File: src/rtl/stopwatch_pkg.sv
// -----------------------------------------------------------------------------
// stopwatch_pkg
// Shared types and constants for the stopwatch controller:
//   state_e    - controller states (IDLE, RUN, PAUSE, LAP)
//   DIGIT_MAX9 - upper limit of a decimal digit (c1, c10, s1, m1)
//   DIGIT_MAX5 - upper limit of the tens-of-seconds and tens-of-minutes digits
//   BCD_ZERO   - 00:00:00 display value
// -----------------------------------------------------------------------------
package stopwatch_pkg;

   typedef enum logic [1:0] {
      ST_IDLE  = 2'd0,
      ST_RUN   = 2'd1,
      ST_PAUSE = 2'd2,
      ST_LAP   = 2'd3
   } state_e;

   localparam logic [3:0]  DIGIT_MAX9 = 4'd9;
   localparam logic [3:0]  DIGIT_MAX5 = 4'd5;
   localparam logic [23:0] BCD_ZERO   = 24'h000000;

endpackage

File: src/rtl/key_debounce.sv
// -----------------------------------------------------------------------------
// key_debounce
// Synchronises an asynchronous active-low pushbutton, filters bounces and
// emits a one-cycle pulse on each accepted press (debounced 1->0 edge).
//   clk     in  system clock
//   rst_n   in  asynchronous active-low reset
//   key_n   in  raw active-low key, asynchronous to clk
//   pressed out one-cycle pulse per accepted press; releases give nothing
// The debounced level follows the synchronised level only after the two have
// differed for DEB_CYCLES consecutive cycles.
// -----------------------------------------------------------------------------
module key_debounce #(
   parameter int unsigned DEB_CYCLES = 1_000_000
) (
   input  logic clk,
   input  logic rst_n,
   input  logic key_n,
   output logic pressed
);

   localparam int unsigned CW = $clog2(DEB_CYCLES + 1);
   localparam logic [CW-1:0] DEB_LAST = CW'(DEB_CYCLES - 1);

   logic          sync1_q, sync2_q;
   logic          level_q, level_d;
   logic [CW-1:0] cnt_q, cnt_d;
   logic          pressed_q, pressed_d;
   logic          differ, flip;

   // Synchroniser and debounced level reset to "pressed" (0): a key held
   // through reset therefore never looks like a fresh 1->0 edge, and a key
   // that is up simply settles to 1 without producing an event.
   assign differ = (sync2_q != level_q);
   assign flip   = differ && (cnt_q == DEB_LAST);

   always_comb begin
      cnt_d     = '0;
      level_d   = level_q;
      pressed_d = 1'b0;
      if (flip) begin
         level_d   = sync2_q;
         pressed_d = ~sync2_q;
      end else if (differ) begin
         cnt_d = cnt_q + CW'(1);
      end
   end

   always_ff @(posedge clk or negedge rst_n) begin
      if (!rst_n) begin
         sync1_q   <= 1'b0;
         sync2_q   <= 1'b0;
         level_q   <= 1'b0;
         cnt_q     <= '0;
         pressed_q <= 1'b0;
      end else begin
         sync1_q   <= key_n;
         sync2_q   <= sync1_q;
         level_q   <= level_d;
         cnt_q     <= cnt_d;
         pressed_q <= pressed_d;
      end
   end

   assign pressed = pressed_q;

endmodule

File: src/rtl/stopwatch_ctrl.sv
// -----------------------------------------------------------------------------
// stopwatch_ctrl
// Start/stop/lap/clear stopwatch sequencer for the 6-digit seven-segment
// display. A prescaler produces a single-cycle count enable every TICK_DIV
// clocks while counting; the count is kept as BCD MM:SS:CC.
//   clk        in  system clock
//   rst_n      in  asynchronous active-low reset
//   key_ss_n   in  start/stop key, active-low, asynchronous
//   key_lap_n  in  lap key, active-low, asynchronous
//   key_clr_n  in  clear key, active-low, asynchronous
//   tick       out one-cycle count enable while counting
//   running    out high in RUN or LAP
//   lap_active out high in LAP
//   disp_bcd   out {m10,m1,s10,s1,c10,c1}, registered; lap value in LAP
//   state_dbg  out current controller state (state_e encoding)
// -----------------------------------------------------------------------------
module stopwatch_ctrl
   import stopwatch_pkg::*;
#(
   parameter int unsigned TICK_DIV   = 500_000,
   parameter int unsigned DEB_CYCLES = 1_000_000
) (
   input  logic        clk,
   input  logic        rst_n,
   input  logic        key_ss_n,
   input  logic        key_lap_n,
   input  logic        key_clr_n,
   output logic        tick,
   output logic        running,
   output logic        lap_active,
   output logic [23:0] disp_bcd,
   output logic [1:0]  state_dbg
);

   localparam int unsigned PW = (TICK_DIV > 1) ? $clog2(TICK_DIV) : 1;
   localparam logic [PW-1:0] PRESC_LAST = PW'(TICK_DIV - 1);

   state_e        state_q, state_d;
   logic [23:0]   count_q, count_d;
   logic [23:0]   lap_q, lap_d;
   logic [23:0]   disp_q, disp_d;
   logic [PW-1:0] presc_q, presc_d;
   logic          ss_ev, lap_ev, clr_ev;
   logic          ss_act, lap_act;
   logic          advancing, tick_w;

   // Digit 0 is c1; digits 3 (s10) and 5 (m10) roll over at 5, the rest at 9.
   // Using >= on the limit keeps any digit from leaving its legal range.
   function automatic logic [23:0] bcd_inc(input logic [23:0] v);
      logic [23:0] r;
      logic        carry;
      logic [3:0]  lim;
      r     = v;
      carry = 1'b1;
      for (int i = 0; i < 6; i++) begin
         lim = ((i == 3) || (i == 5)) ? DIGIT_MAX5 : DIGIT_MAX9;
         if (carry) begin
            if (r[i*4 +: 4] >= lim) begin
               r[i*4 +: 4] = 4'd0;
            end else begin
               r[i*4 +: 4] = r[i*4 +: 4] + 4'd1;
               carry       = 1'b0;
            end
         end
      end
      return r;
   endfunction

   key_debounce #(.DEB_CYCLES(DEB_CYCLES)) u_deb_ss (
      .clk(clk), .rst_n(rst_n), .key_n(key_ss_n), .pressed(ss_ev)
   );
   key_debounce #(.DEB_CYCLES(DEB_CYCLES)) u_deb_lap (
      .clk(clk), .rst_n(rst_n), .key_n(key_lap_n), .pressed(lap_ev)
   );
   key_debounce #(.DEB_CYCLES(DEB_CYCLES)) u_deb_clr (
      .clk(clk), .rst_n(rst_n), .key_n(key_clr_n), .pressed(clr_ev)
   );

   // Only the highest-priority event of a cycle survives (clr > ss > lap),
   // even when the winner is ignored in the current state.
   assign ss_act  = ss_ev & ~clr_ev;
   assign lap_act = lap_ev & ~clr_ev & ~ss_ev;

   assign advancing = (state_q == ST_RUN) || (state_q == ST_LAP);
   assign tick_w    = advancing && (presc_q == PRESC_LAST);

   always_comb begin
      state_d = state_q;
      count_d = count_q;
      lap_d   = lap_q;
      presc_d = presc_q;

      if (advancing) begin
         presc_d = tick_w ? '0 : presc_q + PW'(1);
      end else if (state_q == ST_IDLE) begin
         presc_d = '0;
      end

      if (tick_w) begin
         count_d = bcd_inc(count_q);
      end

      case (state_q)
         ST_IDLE: begin
            if (ss_act) state_d = ST_RUN;
         end
         ST_RUN: begin
            if (ss_act) begin
               state_d = ST_PAUSE;
            end else if (lap_act) begin
               state_d = ST_LAP;
               lap_d   = count_d;  // includes an increment landing this cycle
            end
         end
         ST_LAP: begin
            if (ss_act) begin
               state_d = ST_PAUSE;
            end else if (lap_act) begin
               state_d = ST_RUN;
            end
         end
         ST_PAUSE: begin
            if (clr_ev) begin
               state_d = ST_IDLE;
               count_d = BCD_ZERO;
            end else if (ss_act) begin
               state_d = ST_RUN;
            end
         end
         default: state_d = ST_IDLE;
      endcase

      // Display register tracks the next-state source so it shows the new
      // value one cycle after the update that produced it.
      disp_d = (state_d == ST_LAP) ? lap_d : count_d;
   end

   always_ff @(posedge clk or negedge rst_n) begin
      if (!rst_n) begin
         state_q <= ST_IDLE;
         count_q <= BCD_ZERO;
         lap_q   <= BCD_ZERO;
         disp_q  <= BCD_ZERO;
         presc_q <= '0;
      end else begin
         state_q <= state_d;
         count_q <= count_d;
         lap_q   <= lap_d;
         disp_q  <= disp_d;
         presc_q <= presc_d;
      end
   end

   assign tick       = tick_w;
   assign running    = advancing;
   assign lap_active = (state_q == ST_LAP);
   assign disp_bcd   = disp_q;
   assign state_dbg  = state_q;

endmodule

File: config.mk
export PLATFORM = sky130hd
export DESIGN_NAME = stopwatch_ctrl
export DESIGN_NICKNAME = d
export VERILOG_FILES = /design/src/rtl/stopwatch_pkg.sv /design/src/rtl/key_debounce.sv /design/src/rtl/stopwatch_ctrl.sv
export SDC_FILE = /design/constraint.sdc
export NUM_CORES = 1
export LEC_CHECK = 0
export BUFFER_PORTS_ARGS = -buffer_cell sky130_fd_sc_hd__buf_2
export CAP_MARGIN = 20
export CORE_MARGIN = 2
export CORE_UTILIZATION = 50
export CTS_CLUSTER_SIZE = 16
export DETAILED_ROUTE_END_ITERATION = 10
export PLACE_DENSITY = 0.79
export SLEW_MARGIN = 40
export SYNTH_ARGS = -nofsm -noshare
export SYNTH_HDL_FRONTEND = slang
export SYNTH_SLANG_ARGS = --single-unit
File: constraint.sdc
create_clock -name clk -period 2.2 [get_ports clk]
set_input_delay 0.11 -clock clk [delete_from_list [all_inputs] [get_ports clk]]
set_output_delay 0.11 -clock clk [all_outputs]
set_load 0.02 [all_outputs]
# == After elaboration in Yosys (flattened, before gate mapping) ==
# Cells that the tools add are included.
# totals
reg_bits,165
in_bits,5
out_inout_bits,29
word_cells,113
# classes
add_sub_neg,10
order_cmp,6
eq_ne,11
n_mux,51
bitwise_logic,8
n_reduce_logical,7
# ops
cell,count
two-way mux 24 bit,7
two-way mux 20 bit,6
"adder 20 x 1 -> 20 bit, second input constant",3
"equality test 20 bit, second input constant",3
two-way mux 19 bit,3
two-way mux 4 bit,11
"adder 4 x 1 -> 4 bit, second input constant",6
"adder 19 x 1 -> 19 bit, second input constant",1
"equality test 19 bit, second input constant",1
two-way mux 1 bit,17
"greater-or-equal comparator 4 bit, second input constant",4
two-way mux 2 bit,6
"greater-or-equal comparator 4 x 3 -> 1 bit, second input constant",2
case mux 2 bit (4 select lines),1
"equality test 2 bit, second input constant",3
inverter 1 bit,5
logical AND 1 bit,4
bitwise AND 1 bit,3
inequality test 1 bit,3
"equality test 2 x 1 -> 1 bit, second input constant",1
zero test 2 bit,1
nonzero test 2 bit,1
logical OR 1 bit,1

# == Depth between registers and ports, before layout ==
# Gate-level depths: netlist of run 1.
# logic_depth
depth_word,18
ltp_mapped,9
depth_no_buf,8

# == Modules after synthesis ==
# A second synthesis of run 1 with hierarchy kept.
# hier_totals
hier_cells,838
area_unflattened_um2,8234.1
# by_module_without_submodules
mod,n_inst,cells_each,area_each_um2,seq_area_each_um2
stopwatch_ctrl,1,496,4732.0,2327.2
key_debounce,3,114,1167.4,600.6

# == Worst setup path after synthesis of run 1 ==
# OpenSTA, ideal clock, no wires.
# synth_path
path_kind,reg2reg
start,register count_q[4]
end,register disp_q[22] (netlist: disp_bcd[22])
setup_ps,129
t_arrival_ps,2037
required_time_ps,2071
slack_ps,35
stages_incl_launch_ff,9
n_path_buf,0
period_less_slack_ps,2165
path_cell_list,dfrtp_1 inv_1 ha_1 or3b_2 nand4_1 or4_4 a2111oi_2 o22a_2 o21ai_1
# synth_between
elab_chain_cells,16
word_cells_on_any_way,18
classes_between,1 x order compare; 17 x mux
# synth_lines
element,line_no,text
from (decl),stopwatch_ctrl.sv:39,"logic [23:0] count_q, count_d;"
from (signal assigned),stopwatch_ctrl.sv:147,count_q <= count_d;
greater-or-equal comparator 4 bit *,stopwatch_ctrl.sv:58,if (r[i*4 +: 4] >= lim) begin
two-way mux 1 bit *,stopwatch_ctrl.sv:58,
two-way mux 1 bit *,stopwatch_ctrl.sv:57,if (carry) begin
two-way mux 1 bit *,stopwatch_ctrl.sv:99,if (tick_w) begin
two-way mux 1 bit *,stopwatch_ctrl.sv:57,
two-way mux 1 bit *,stopwatch_ctrl.sv:99,
two-way mux 1 bit *,stopwatch_ctrl.sv:57,
two-way mux 1 bit *,stopwatch_ctrl.sv:99,
two-way mux 1 bit *,stopwatch_ctrl.sv:57,
two-way mux 1 bit *,stopwatch_ctrl.sv:99,
two-way mux 4 bit *,stopwatch_ctrl.sv:57,
two-way mux 24 bit *,stopwatch_ctrl.sv:99,
two-way mux 24 bit,stopwatch_ctrl.sv:110,end else if (lap_act) begin
two-way mux 24 bit,stopwatch_ctrl.sv:108,if (ss_act) begin
two-way mux 24 bit,stopwatch_ctrl.sv:103,case (state_q)
two-way mux 24 bit *,stopwatch_ctrl.sv:135,disp_d = (state_d == ST_LAP) ? lap_d : count_d;
named net disp_d[22],stopwatch_ctrl.sv:41,"logic [23:0] disp_q, disp_d;"
to (signal assigned),stopwatch_ctrl.sv:149,disp_q <= disp_d;
to (decl),stopwatch_ctrl.sv:41,
# The timed path passes the listed nets; every way through them passes the cells marked *. The select of a mux whose other input is x is not followed.
# A chain may end at the register's enable or synchronous reset.

# == Worst setup path in the final report of run 1 ==
# layout_path
start,register presc_q[1]
end,register disp_q[13] (netlist: disp_bcd[13])
# layout_between
elab_chain_cells,7
word_cells_on_any_way,9
classes_between,1 x eq/ne; 7 x mux; 1 x reduce/logical
# layout_lines
element,line_no,text
from (decl),stopwatch_ctrl.sv:42,"logic [PW-1:0] presc_q, presc_d;"
from (signal assigned),stopwatch_ctrl.sv:150,presc_q <= presc_d;
equality test 19 bit *,stopwatch_ctrl.sv:85,assign tick_w = advancing && (presc_q == PRESC_LAST);
logical AND 1 bit *,stopwatch_ctrl.sv:85,
two-way mux 24 bit *,stopwatch_ctrl.sv:99,
two-way mux 24 bit,stopwatch_ctrl.sv:110,
two-way mux 24 bit,stopwatch_ctrl.sv:108,
two-way mux 24 bit,stopwatch_ctrl.sv:103,
two-way mux 24 bit *,stopwatch_ctrl.sv:135,
named net disp_d[13],stopwatch_ctrl.sv:41,
# The timed path passes the listed nets; every way through them passes the cells marked *.

==> metrics.txt, run 1 <==
Clock power frac=between 40% and 50%; remaining routing DRC violations=0; power density over the cells=around 640 nW/µm²; least setup slack across all paths after layout=-55.8 ps; Detail Route Antenna Nets=0; library cell used as clock root buffer=sky130_fd_sc_hd__clkbuf_16; capture point of the worst reg-to-reg path=disp_bcd[13]$_DFF_PN0_; clk sinks=approximately 170; Relative slew margins=56.9%; proportion of synthesized chip area in sequential cells=53.8%; CTS H-Tree Depth=4; worst setup timing slack at the placement stage=-63.5 ps; combinational fraction of design power=2.1%; net count after synthesis=just over 800; die extent in x=between 100 and 150 µm; ordered list of cells on the worst path=ha_2 -> and4_4 -> nand4_1 -> or4_4 -> bufbuf_16 -> nor2_4 -> a21oi_4 -> o21ai_1; GR Util met2=about 33%; CTS tree=done; Tot GR Track Use=19.7%; total CTS buffers=17; number of diodes=0; critical path class=flop to flop; number of antenna violations at the first check in global routing=0; fin util=around 60%; detailed-route vias per instance=5.48; number of buffers on the longest clock path=2; final-report setup violation count=13; post-synth cell types=52; violations in the final reports=negative setup slack; share of final-layout standard cells stronger than drive strength 1=slightly above 20%; number of inserted filler cells in the final layout=about 1.2k; number of global-route vias before repair=around 5.6k; worst clock skew on the final layout=a little over 10 ps; CP Data Arrival Time=roughly 2600 ps; final critical delay including setup and external delays=about 2300 ps; DIE AREA=around 16000 µm²; final hold vios=0; net load switching power=~1300 µW; Die Y-Extent=128 µm; Initial Util=between 50% and 60%; ys flop type=sky130_fd_sc_hd__dfrtp_1; Pint=4690 µW; category of the worst setup path launch point=flop; core region area=between 15000 and 20000 µm²; transition time at the pin with the least slew margin=between 600 and 700 ps; DP HPWL=roughly 10 mm; share of synthesized flip-flops with an asynchronous set or reset=100%; met3 track utilization from global routing=4.97%; I/O pins=34; post-detailed-route wirelength per cell=about 15 µm; maximum number of pins on one net before global-route repair=between 60 and 70; final count of pins violating max slew=0; crit end category=flop; via count=~6k; setup slack, reg-to-reg=-60 ps; logic depth of the worst register-to-register path=8; sum of routed wire length over all layers=roughly 16 mm; Synth Instances=between 700 and 800; count of port buffers added during placement=33; sequential share of power=51.5%; detailed-routing iteration count for the pre-antenna-repair pass=5; global-route wire length before repair=about 26 mm; number of flops mapped to enable cells by yosys=0; Row Count=45; remaining global-route overflow=0; R2R Path Start=presc_q[1]$_DFFE_PN0P_; required time worst endpoint=between 2000 and 3000 ps; Layout Area Growth over Synthesis=20.9%; clock network latency to the later pin of the worst-skew pair=roughly 430 ps; unrepaired setup endpoints after global routing=yes; global routing met1 resource utilization=24.8%; Hold Crit Class=input port to async pin; clock transition time at the flip-flop clock pins of the worst setup and hold paths=60 ps; synthesized flop and latch total=~170; cell area after synthesis=7680 µm²; biggest cell delay along the critical path=590 ps; first-iteration detailed-routing DRC count=468; achievable clock frequency=between 0.4 and 0.5 GHz; net switching fraction of the power=approximately a fifth; global route hottest layer=met2; maximum net fanout on the critical path=4; standby leakage power=approximately 0.0044 µW; Slowest cell on crit path=sky130_fd_sc_hd__or4_4; routability cong.=0.841; Peak supply drop=between 0.5 and 0.6 mV; total number of nets in the final design=roughly 900; Avg Inst Size Synth=just under 10 µm²; outcome=finished with violations; Tcrit/Tclk final=103%; setup total negative slack=-272 ps; Warnings, synthesis=0; max-capacitance violation count=0
## cells in the mapped netlist (8+ instances only)
master / n / area [µm²]
sky130_fd_sc_hd__nor2_1: 116 / 435
sky130_fd_sc_hd__xor2_1: 41 / 359
sky130_fd_sc_hd__xnor2_1: 22 / 193
sky130_fd_sc_hd__nand2_1: 97 / 364
sky130_fd_sc_hd__a21oi_1: 13 / 65.1
sky130_fd_sc_hd__and3_1: 28 / 175
sky130_fd_sc_hd__mux2_2: 8 / 90.1
sky130_fd_sc_hd__o21ai_1: 25 / 125
sky130_fd_sc_hd__nand4_1: 17 / 106
sky130_fd_sc_hd__dfrtp_1: 165 / 4130
sky130_fd_sc_hd__nand3_1: 38 / 190
sky130_fd_sc_hd__clkbuf_1: 24 / 90.1
sky130_fd_sc_hd__ha_1: 22 / 275
sky130_fd_sc_hd__inv_1: 20 / 75.1
sky130_fd_sc_hd__o21ai_0: 49 / 245
sky130_fd_sc_hd__nor3_1: 8 / 40.0
## layer usage
layer | vias to the layer above | part of all wire (%) | routed length (µm)
li1 | 2839 | - | -
met1 | 2886 | 45 | 6980
met2 | 111 | 50 | 7760
met3 | 27 | 3.5 | 545
met4 | 0 | 2.0 | 317
met5 | - | 0 | 0
## cell type report
| type | instances | area [µm²] | area share (%) |
|---|---|---|---|
| repair buffers | 96 | 727 | 7.83 |
| clock inverters | 10 | 81.3 | 0.876 |
| flip-flops and latches | 165 | 4130 | 44.5 |
| clock buffers | 22 | 464 | 5.00 |
| inverters | 21 | 78.8 | 0.850 |
| multi-input cells | 567 | 3560 | 38.4 |
| well taps | 188 | 235 | 2.54 |
## timing repair
item	CTS	global route
hold buffers	4	0
cloned	1	0
setup buffers	13	5
pin swaps	12	20
setup endpoints to repair	17	45
gates resized for setup	18	43
endpoints found under the hold margin	62	0
## critical path: cells and delay by family, from the launching register on
family          cells  cell delay, ps
simple gates        4            1100
flops               1             380
buf+inv             1             300
fa+ha+maj           1             190
compound gates      2             190
## stage by stage
stage | cell area [µm²] | cells | power (µW) | hold WS (ps)
6_report | 9280 | 1069 | 5960 | 225
5_1_grt | 9280 | 1069 | 6160 | 264
4_1_cts | 9100 | 1065 | 6010 | 237
3_5_place_dp | 8320 | 1015 | 3250 | 122
3_3_place_gp | 8320 | 1015 | 3250 | 122
2_1_floorplan | 7680 | 779 | 3160 | -186
## power groups by stage
| stage | clock network [µW] | registers [µW] | logic, µW |
|---|---|---|---|
| final | 2770 | 3070 | 123 |
| after global routing | 2950 | 3070 | 145 |
| after CTS | 2810 | 3070 | 129 |
| after detailed placement | 0 | 3130 | 122 |
| after global placement | 0 | 3130 | 122 |
| after floorplan | 0 | 3120 | 35.8 |
## cell usage in the layout, fill, tap and decap left out, drive strengths merged, types with 4 or more instances in the layout
cell         Yosys  layout
dfrtp          165     165
nor2           116     116
nand2           97      97
buf              2      91
o21ai           74      74
xor2            41      41
nand3           38      38
and3            28      28
xnor2           22      22
ha              22      22
clkbuf          24      22
inv             21      21
nand4           18      18
a21oi           13      13
nor3            10      10
and4             8       8
clkinv           0       8
mux2             8       8
nor2b            7       7
o31ai            6       6
nand2b           5       5
and2             5       5
nor4b            4       4
o31a             4       4
dlygate4sd3      0       4
or2              4       4
nor4             4       4
## registers in the layout (all words and copies together), names as in the netlist, 2 cells and up
signal           count
count_q             24
disp_bcd            24
lap_q               24
presc_q             19
state_dbg            2
u_deb_clr.cnt_q     20
u_deb_lap.cnt_q     20
u_deb_ss.cnt_q      20
## worst max-delay path by stage
stage                           startpoint                endpoint  slack (ps)
floorplan             count_q[4]$_DFF_PN0_  disp_bcd[22]$_DFF_PN0_          30
global placement      count_q[4]$_DFF_PN0_     lap_q[18]$_DFF_PN0_          20
detailed placement    count_q[4]$_DFF_PN0_     lap_q[14]$_DFF_PN0_         -60
CTS                   count_q[8]$_DFF_PN0_  disp_bcd[15]$_DFF_PN0_         -30
global route          count_q[4]$_DFF_PN0_     lap_q[10]$_DFF_PN0_        -120
finish              presc_q[1]$_DFFE_PN0P_  disp_bcd[13]$_DFF_PN0_         -60
## cells by family (layout without fill, tap and decap cells)
kind of cell,after synthesis,after routing,share of synthesized area [%]
muxes,11,11,1.56
xor gates and xnor gates,63,63,7.19
AOI/OAI and AO/OA,113,113,8.59
adders and majority gates,22,22,3.59
buffers and inverters,47,149,2.41
DFF,165,165,53.8
and+or+nand+nor,358,358,22.9
(Power assumes the default switching activity.)
==> inputs of run 2 (changes only) <==
--- a/config.mk
+++ b/config.mk
@@ -11,7 +11,9 @@
 export CORE_UTILIZATION = 50
 export CTS_CLUSTER_SIZE = 16
 export DETAILED_ROUTE_END_ITERATION = 10
-export PLACE_DENSITY = 0.79
+export GPL_ROUTABILITY_DRIVEN = 0
+export PLACE_DENSITY = 0.69
+export REMOVE_ABC_BUFFERS = 1
 export SLEW_MARGIN = 40
 export SYNTH_ARGS = -nofsm -noshare
 export SYNTH_HDL_FRONTEND = slang
==> metrics.txt, run 2 (synthesized netlist as in run 1, its figures left out) <==
outcome=finished with violations (unchanged); violations in the final reports=negative setup slack (unchanged); Hold Crit Class=input port to async pin (unchanged); first-iteration detailed-routing DRC count=510 (was 468); crit end category=flop (unchanged); least setup slack across all paths after layout=-61.2 ps (was -55.8 ps); commonest cells after routing, fill and taps aside=sky130_fd_sc_hd__dfrtp_1, sky130_fd_sc_hd__nor2_1, sky130_fd_sc_hd__nand2_1 (unchanged); I/O pins=34 (unchanged); final hold vios=0 (unchanged); power density over the cells=676 nW/µm² (was 643 nW/µm²); R2R Path Start=presc_q[0]$_DFFE_PN0P_ (was presc_q[1]$_DFFE_PN0P_); count of placed standard cells in the final layout, fillers left out=1059 (was 1069); Relative slew margins=61.6% (was 56.9%); maximum number of pins on one net before global-route repair=68 (was 62); number of global-route vias before repair=5849 (was 5602); number of diodes=0 (unchanged); final critical delay including setup and external delays=2260 ps (about the same); achievable clock frequency=0.442 GHz (was 0.443 GHz); leading cell type in the layout, fill and taps excluded=sky130_fd_sc_hd__dfrtp_1 (unchanged); Layout Area Growth over Synthesis=20.3% (was 20.9%); max-capacitance violation count=0 (unchanged); die extent in x=128 µm (unchanged); clk sinks=165 (unchanged); setup slack, reg-to-reg=-60 ps (about the same); required time worst endpoint=2500 ps (was 2550 ps); Slowest cell on crit path=sky130_fd_sc_hd__or4_4 (unchanged); Tcrit/Tclk final=103% (about the same); global-route wire length before repair=27.3 mm (was 25.8 mm); detailed-routing iteration count for the pre-antenna-repair pass=5 (unchanged); Power Total=6250 µW (was 5960 µW); library cell used as clock root buffer=sky130_fd_sc_hd__clkbuf_16 (unchanged); DIE AREA=16400 µm² (unchanged); core region area=15100 µm² (unchanged); unrepaired setup endpoints after global routing=yes (unchanged); detailed-route vias per instance=5.53 (was 5.48); Die Y-Extent=128 µm (unchanged); CTS H-Tree Depth=4 (unchanged); Peak supply drop=0.552 mV (was 0.580 mV); share of final-layout standard cells stronger than drive strength 1=18.9% (was 20.2%); maximum net fanout on the critical path=3 (was 4); clock transition time at the flip-flop clock pins of the worst setup and hold paths=70 ps (was 60 ps); critical path class=flop to flop (unchanged); worst setup timing slack at the placement stage=-97.6 ps (was -63.5 ps); count of port buffers added during placement=33 (unchanged); logic depth of the worst register-to-register path=8 (unchanged); capture point of the worst reg-to-reg path=disp_bcd[22]$_DFF_PN0_ (was disp_bcd[13]$_DFF_PN0_); Row Count=45 (unchanged); CTS tree=done (unchanged); sum of routed wire length over all layers=16.1 mm (was 15.6 mm); Initial Util=50.9% (unchanged); standby leakage power=0.00441 µW (was 0.00443 µW); total number of nets in the final design=886 (was 895); Detail Route Antenna Nets=0 (unchanged); gate family responsible for the most delay along the worst path=simple AND/OR/NAND/NOR gates (unchanged); category of the worst setup path launch point=flop (unchanged); fin util=61.2% (was 61.5%); remaining global-route overflow=0 (unchanged); final-report setup violation count=8 (was 13); number of inserted filler cells in the final layout=1226 (was 1180); transition time at the pin with the least slew margin=570 ps (was 642 ps); clock network latency to the later pin of the worst-skew pair=430 ps (about the same); biggest cell delay along the critical path=610 ps (was 590 ps); CP Data Arrival Time=2560 ps (was 2610 ps); Buffers & Inverters on Critical Path=1 (unchanged); total CTS buffers=17 (unchanged); remaining routing DRC violations=0 (unchanged); Tot GR Track Use=20.9% (was 19.7%); DP HPWL=10.2 mm (was 9.77 mm); number of antenna violations at the first check in global routing=0 (unchanged); post-detailed-route wirelength per cell=15.2 µm (was 14.6 µm); number of buffers on the longest clock path=2 (unchanged); Placed Cells=1012 (was 1015); worst clock skew on the final layout=8.58 ps (was 10.1 ps); ordered list of cells on the worst path=ha_2 -> and4_4 -> nand4_1 -> or4_4 -> buf_6 -> a2111oi_4 -> o22a_2 -> o21ai_1 (was ha_2 -> and4_4 -> nand4_1 -> or4_4 -> bufbuf_16 -> nor2_4 -> a21oi_4 -> o21ai_1); final count of pins violating max slew=0 (unchanged); via count=5858 (was 5863)
-- run 2: changes by cell type in the layout (fill, tap and decap cells not counted), sizes merged, moves of 2 or more --
cell / delta
buf: -8
clkbuf: -2
clkinvlp: +3
bufinv: +2
clkinv: -5
-- run 2: worst max path at each step --
stage                     cells after the start                    from                      to  slack, ps
after floorplan                               6  state_dbg[0]$_DFF_PN0_     lap_q[22]$_DFF_PN0_       -230
after global placement                        8    count_q[4]$_DFF_PN0_  disp_bcd[22]$_DFF_PN0_          1
after detailed placement                      8    count_q[4]$_DFF_PN0_  disp_bcd[22]$_DFF_PN0_       -100
after CTS                                     8  presc_q[1]$_DFFE_PN0P_  disp_bcd[12]$_DFF_PN0_        -50
after global routing                          9    count_q[0]$_DFF_PN0_  disp_bcd[22]$_DFF_PN0_       -140
final                                         8  presc_q[0]$_DFFE_PN0P_  disp_bcd[22]$_DFF_PN0_        -60
-- run 2: repair_timing --
action,4_1_cts,5_1_grt
gates resized for setup,13,42
pin swaps,9,21
cloned,1,0
endpoints found under the hold margin,57,0
setup buffers,6,5
endpoints found under the setup margin,31,55
hold buffers,4,0
-- run 2: per-stage QoR --
stage	cell area, µm²	TNS, ps	hold WS (ps)
floorplan	7570	-6330	-186
global route	9240	-2020	248
CTS	9070	-315	215
global placement	8280	0	99.8
detailed placement	8280	-946	110
finish	9240	-180	208
-- run 2: cell type report --
cell class,count,area [µm²],share of cell area [%]
Sequential cell,165,4130,44.7
Multi-Input combinational cell,567,3550,38.4
Timing Repair Buffer,87,634,6.87
Clock buffer,20,457,4.95
Tap cell,188,235,2.55
Clock inverter,11,151,1.64
Inverter,21,78.8,0.854
-- run 2: metal layers --
metal / share of wire [%] / global-route usage [%]
met5: 0 / 0
met4: 1.9 / 8.79
met3: 3.5 / 4.17
met2: 50 / 35.1
met1: 44 / 26.5
-- run 2: power by group --
part           internal, µW  switching (µW)  leakage (µW)
clock                  1840            1210      0.000285
combinational          33.7            88.7       0.00184
sequential             3050            18.0       0.00228
total                  4930            1320       0.00441
==> inputs of run 3 (changes only) <==
--- a/config.mk
+++ b/config.mk
@@ -5,6 +5,7 @@
 export SDC_FILE = /design/constraint.sdc
 export NUM_CORES = 1
 export LEC_CHECK = 0
+export ABC_AREA = 1
 export BUFFER_PORTS_ARGS = -buffer_cell sky130_fd_sc_hd__buf_2
 export CAP_MARGIN = 20
 export CORE_MARGIN = 2
==> metrics.txt, run 3 <==
Worst Hold Margin=138 ps (was 208 ps); Die Y-Extent=135 µm (was 128 µm); CTS H-Tree Depth=4 (unchanged); share of final-layout standard cells stronger than drive strength 1=17.3% (was 18.9%); maximum number of pins on one net before global-route repair=56 (was 68); achievable clock frequency=0.489 GHz (was 0.442 GHz); core region area=16700 µm² (was 15100 µm²); CTS tree=done (unchanged); Layout Area Growth over Synthesis=13.5% (was 20.3%); maximum net fanout on the critical path=6 (was 3); Buffers & Inverters on Critical Path=2 (was 1); Tcrit/Tclk final=92.9% (was 103%); post-detailed-route wirelength per cell=13.1 µm (was 15.2 µm); share of synthesized flip-flops with an asynchronous set or reset=100% (unchanged); ys flop type=sky130_fd_sc_hd__dfrtp_1 (unchanged); Power Total=6070 µW (was 6250 µW); detailed-routing iteration count for the pre-antenna-repair pass=4 (was 5); fin util=58.4% (was 61.2%); proportion of synthesized chip area in sequential cells=48.1% (was 53.8%); gate family responsible for the most delay along the worst path=simple AND/OR/NAND/NOR gates (unchanged); number of inserted filler cells in the final layout=1511 (was 1226); crit end category=flop (unchanged); I/O pins=34 (unchanged); cell repeated most along the worst path=sky130_fd_sc_hd__nand2_2; Cell Area, Placed=9130 µm² (was 8280 µm²); clock transition time at the flip-flop clock pins of the worst setup and hold paths=60 ps (was 70 ps); number of global-route vias before repair=6276 (was 5849); synthesized flop and latch total=165 (unchanged); unrepaired setup endpoints after global routing=no (was yes); setup slack, reg-to-reg=160 ps (was -60 ps); total CTS buffers=17 (unchanged); total number of nets in the final design=1090 (was 886); transition time at the pin with the least slew margin=504 ps (was 570 ps); biggest cell delay along the critical path=450 ps (was 610 ps); first-iteration detailed-routing DRC count=347 (was 510); critical path class=flop to flop (unchanged); final-report setup violation count=0 (was 8); category of the worst setup path launch point=flop (unchanged); R2R Path Start=count_q[8]$_DFF_PN0_ (was presc_q[0]$_DFFE_PN0P_); Row Count=47 (was 45); Warnings, synthesis=0 (unchanged); final hold vios=0 (unchanged); Initial Util=51.4% (was 50.9%); leading cell type in the layout, fill and taps excluded=sky130_fd_sc_hd__nand2_1 (was sky130_fd_sc_hd__dfrtp_1); Placed Cells=1259 (was 1012); Peak supply drop=0.560 mV (was 0.552 mV); sum of routed wire length over all layers=17.0 mm (was 16.1 mm); outcome=complete, no violations (was finished with violations); count of placed standard cells in the final layout, fillers left out=1296 (was 1059); number of diodes=0 (unchanged); clk sinks=165 (unchanged); Hold Crit Class=input port to async pin (unchanged); logic depth of the worst register-to-register path=11 (was 8); number of flops mapped to enable cells by yosys=0 (unchanged); required time worst endpoint=2510 ps (was 2500 ps); number of gates on the worst path with buffers counted=11 (was 8); die extent in x=135 µm (was 128 µm); Avg Inst Size Synth=8.56 µm² (was 9.86 µm²); end point of the critical path=lap_q[21]$_DFF_PN0_ (was disp_bcd[22]$_DFF_PN0_); max-capacitance violation count=0 (unchanged); library cell used as clock root buffer=sky130_fd_sc_hd__clkbuf_16 (unchanged); number of antenna violations at the first check in global routing=0 (unchanged); Slowest cell on crit path=sky130_fd_sc_hd__dfrtp_1 (was sky130_fd_sc_hd__or4_4); top cell types by occurrence after synthesis=sky130_fd_sc_hd__nand2_1, sky130_fd_sc_hd__dfrtp_1, sky130_fd_sc_hd__inv_1 (was sky130_fd_sc_hd__dfrtp_1, sky130_fd_sc_hd__nor2_1, sky130_fd_sc_hd__nand2_1); CP Data Arrival Time=2350 ps (was 2560 ps); Synth Instances=1003 (was 779); commonest cells after routing, fill and taps aside=sky130_fd_sc_hd__nand2_1, sky130_fd_sc_hd__dfrtp_1, sky130_fd_sc_hd__inv_1 (was sky130_fd_sc_hd__dfrtp_1, sky130_fd_sc_hd__nor2_1, sky130_fd_sc_hd__nand2_1); cell area after synthesis=8590 µm² (was 7680 µm²); top area cells in the synthesized netlist=sky130_fd_sc_hd__dfrtp_1, sky130_fd_sc_hd__nand2_1, sky130_fd_sc_hd__nand3_1 (was sky130_fd_sc_hd__dfrtp_1, sky130_fd_sc_hd__nor2_1, sky130_fd_sc_hd__nand2_1); number of buffers on the longest clock path=2 (unchanged); post-synthesis cell type with the largest combined area=sky130_fd_sc_hd__dfrtp_1 (unchanged); ordered list of cells on the worst path=inv_1 -> ha_1 -> a21oi_4 -> inv_2 -> nor2_4 -> nand2_4 -> nor2_8 -> nand2_2 -> nand2_2 -> nand3_2 -> and2_1 (was ha_2 -> and4_4 -> nand4_1 -> or4_4 -> buf_6 -> a2111oi_4 -> o22a_2 -> o21ai_1); DIE AREA=18200 µm² (was 16400 µm²); post-synth cell types=52 (unchanged); global-route wire length before repair=29.6 mm (was 27.3 mm); most common cell in the synthesized netlist=sky130_fd_sc_hd__nand2_1 (was sky130_fd_sc_hd__dfrtp_1); power density over the cells=622 nW/µm² (was 676 nW/µm²); Detail Route Antenna Nets=0 (unchanged); count of port buffers added during placement=33 (unchanged); standby leakage power=0.00467 µW (was 0.00441 µW); via count=6644 (was 5858); Relative slew margins=66.3% (was 61.6%); clock network latency to the later pin of the worst-skew pair=430 ps (about the same); total non-filler cell area in the finished layout=9750 µm² (was 9240 µm²); share of Yosys cell area claimed by the top area cell type=48.1% (was 53.8%); Tot GR Track Use=20.1% (was 20.9%); remaining routing DRC violations=0 (unchanged); worst clock skew on the final layout=9.78 ps (was 8.58 ps); final critical delay including setup and external delays=2040 ps (was 2260 ps); remaining global-route overflow=0 (unchanged); worst setup path startpoint=count_q[8]$_DFF_PN0_ (was presc_q[0]$_DFFE_PN0P_); DP HPWL=12.0 mm (was 10.2 mm); final count of pins violating max slew=0 (unchanged); capture point of the worst reg-to-reg path=lap_q[21]$_DFF_PN0_ (was disp_bcd[22]$_DFF_PN0_); detailed-route vias per instance=5.13 (was 5.53)
run 3: area by class of cell:
cell class	instances	area [µm²]	area share (%)
flip-flops and latches	165	4130	42.3
repair buffers	59	414	4.25
well taps	220	275	2.82
inverters	110	414	4.25
multi-input cells	710	3950	40.5
clock inverters	7	71.3	0.731
clock buffers	25	495	5.08
run 3: timing repair:
| action | CTS | global route |
|---|---|---|
| setup endpoints to repair | 0 | 2 |
| hold buffers | 4 | 0 |
| setup buffers | 0 | 1 |
| gates resized for setup | 0 | 2 |
| hold endpoints to repair | 143 | 0 |
run 3: report_power, final:
| part | internal, µW | switching [µW] |
|---|---|---|
| clock | 1680 | 1180 |
| combinational | 43.3 | 97.9 |
| sequential | 3050 | 13.2 |
| total | 4770 | 1300 |
run 3: kinds of logic after synthesis:
kind of cell             synth area share, %
adder cells (fa/ha/maj)                 3.20
AO/OA/AOI/OAI                           8.13
AND/OR/NAND/NOR                         30.4
buffers and inverters                   6.02
multiplexers                           0.350
XOR/XNOR                                3.87
flip-flops                              48.1
run 3: how the worst min path moves through the flow:
stage	from	endpoint	cells past startpoint
5_1_grt	rst_n	u_deb_lap.cnt_q[4]$_DFF_PN0_	2
3_3_place_gp	rst_n	u_deb_lap.cnt_q[4]$_DFF_PN0_	1
2_1_floorplan	rst_n	count_q[0]$_DFF_PN0_	0
6_report	rst_n	u_deb_lap.cnt_q[4]$_DFF_PN0_	2
4_1_cts	rst_n	u_deb_lap.cnt_q[4]$_DFF_PN0_	2
3_5_place_dp	rst_n	u_deb_lap.cnt_q[4]$_DFF_PN0_	1
run 3: worst register-to-register path, cell delays in order (launching register included):
cell,delay (ps)
sky130_fd_sc_hd__dfrtp_1,450
sky130_fd_sc_hd__inv_1,110
sky130_fd_sc_hd__ha_1,240
sky130_fd_sc_hd__a21oi_4,190
sky130_fd_sc_hd__inv_2,90
sky130_fd_sc_hd__nor2_4,200
sky130_fd_sc_hd__nand2_4,110
sky130_fd_sc_hd__nor2_8,140
sky130_fd_sc_hd__nand2_2,100
sky130_fd_sc_hd__nand2_2,100
sky130_fd_sc_hd__nand3_2,70
sky130_fd_sc_hd__and2_1,140
run 3: per-layer routing:
layer | global-route usage (%) | vias up | share of wire [%]
li1 | - | 3411 | -
met1 | 27.9 | 3099 | 48
met2 | 31.7 | 112 | 47
met3 | 3.57 | 22 | 3.1
met4 | 7.35 | 0 | 1.7
met5 | 0 | - | 0
run 3: through the flow:
step / setup WS (ps) / TNS, ps
finish: 156 / 0
global route: 1.63 / 0
CTS: 152 / 0
detailed placement: 183 / 0
global placement: 222 / 0
floorplan: -219 / -2690
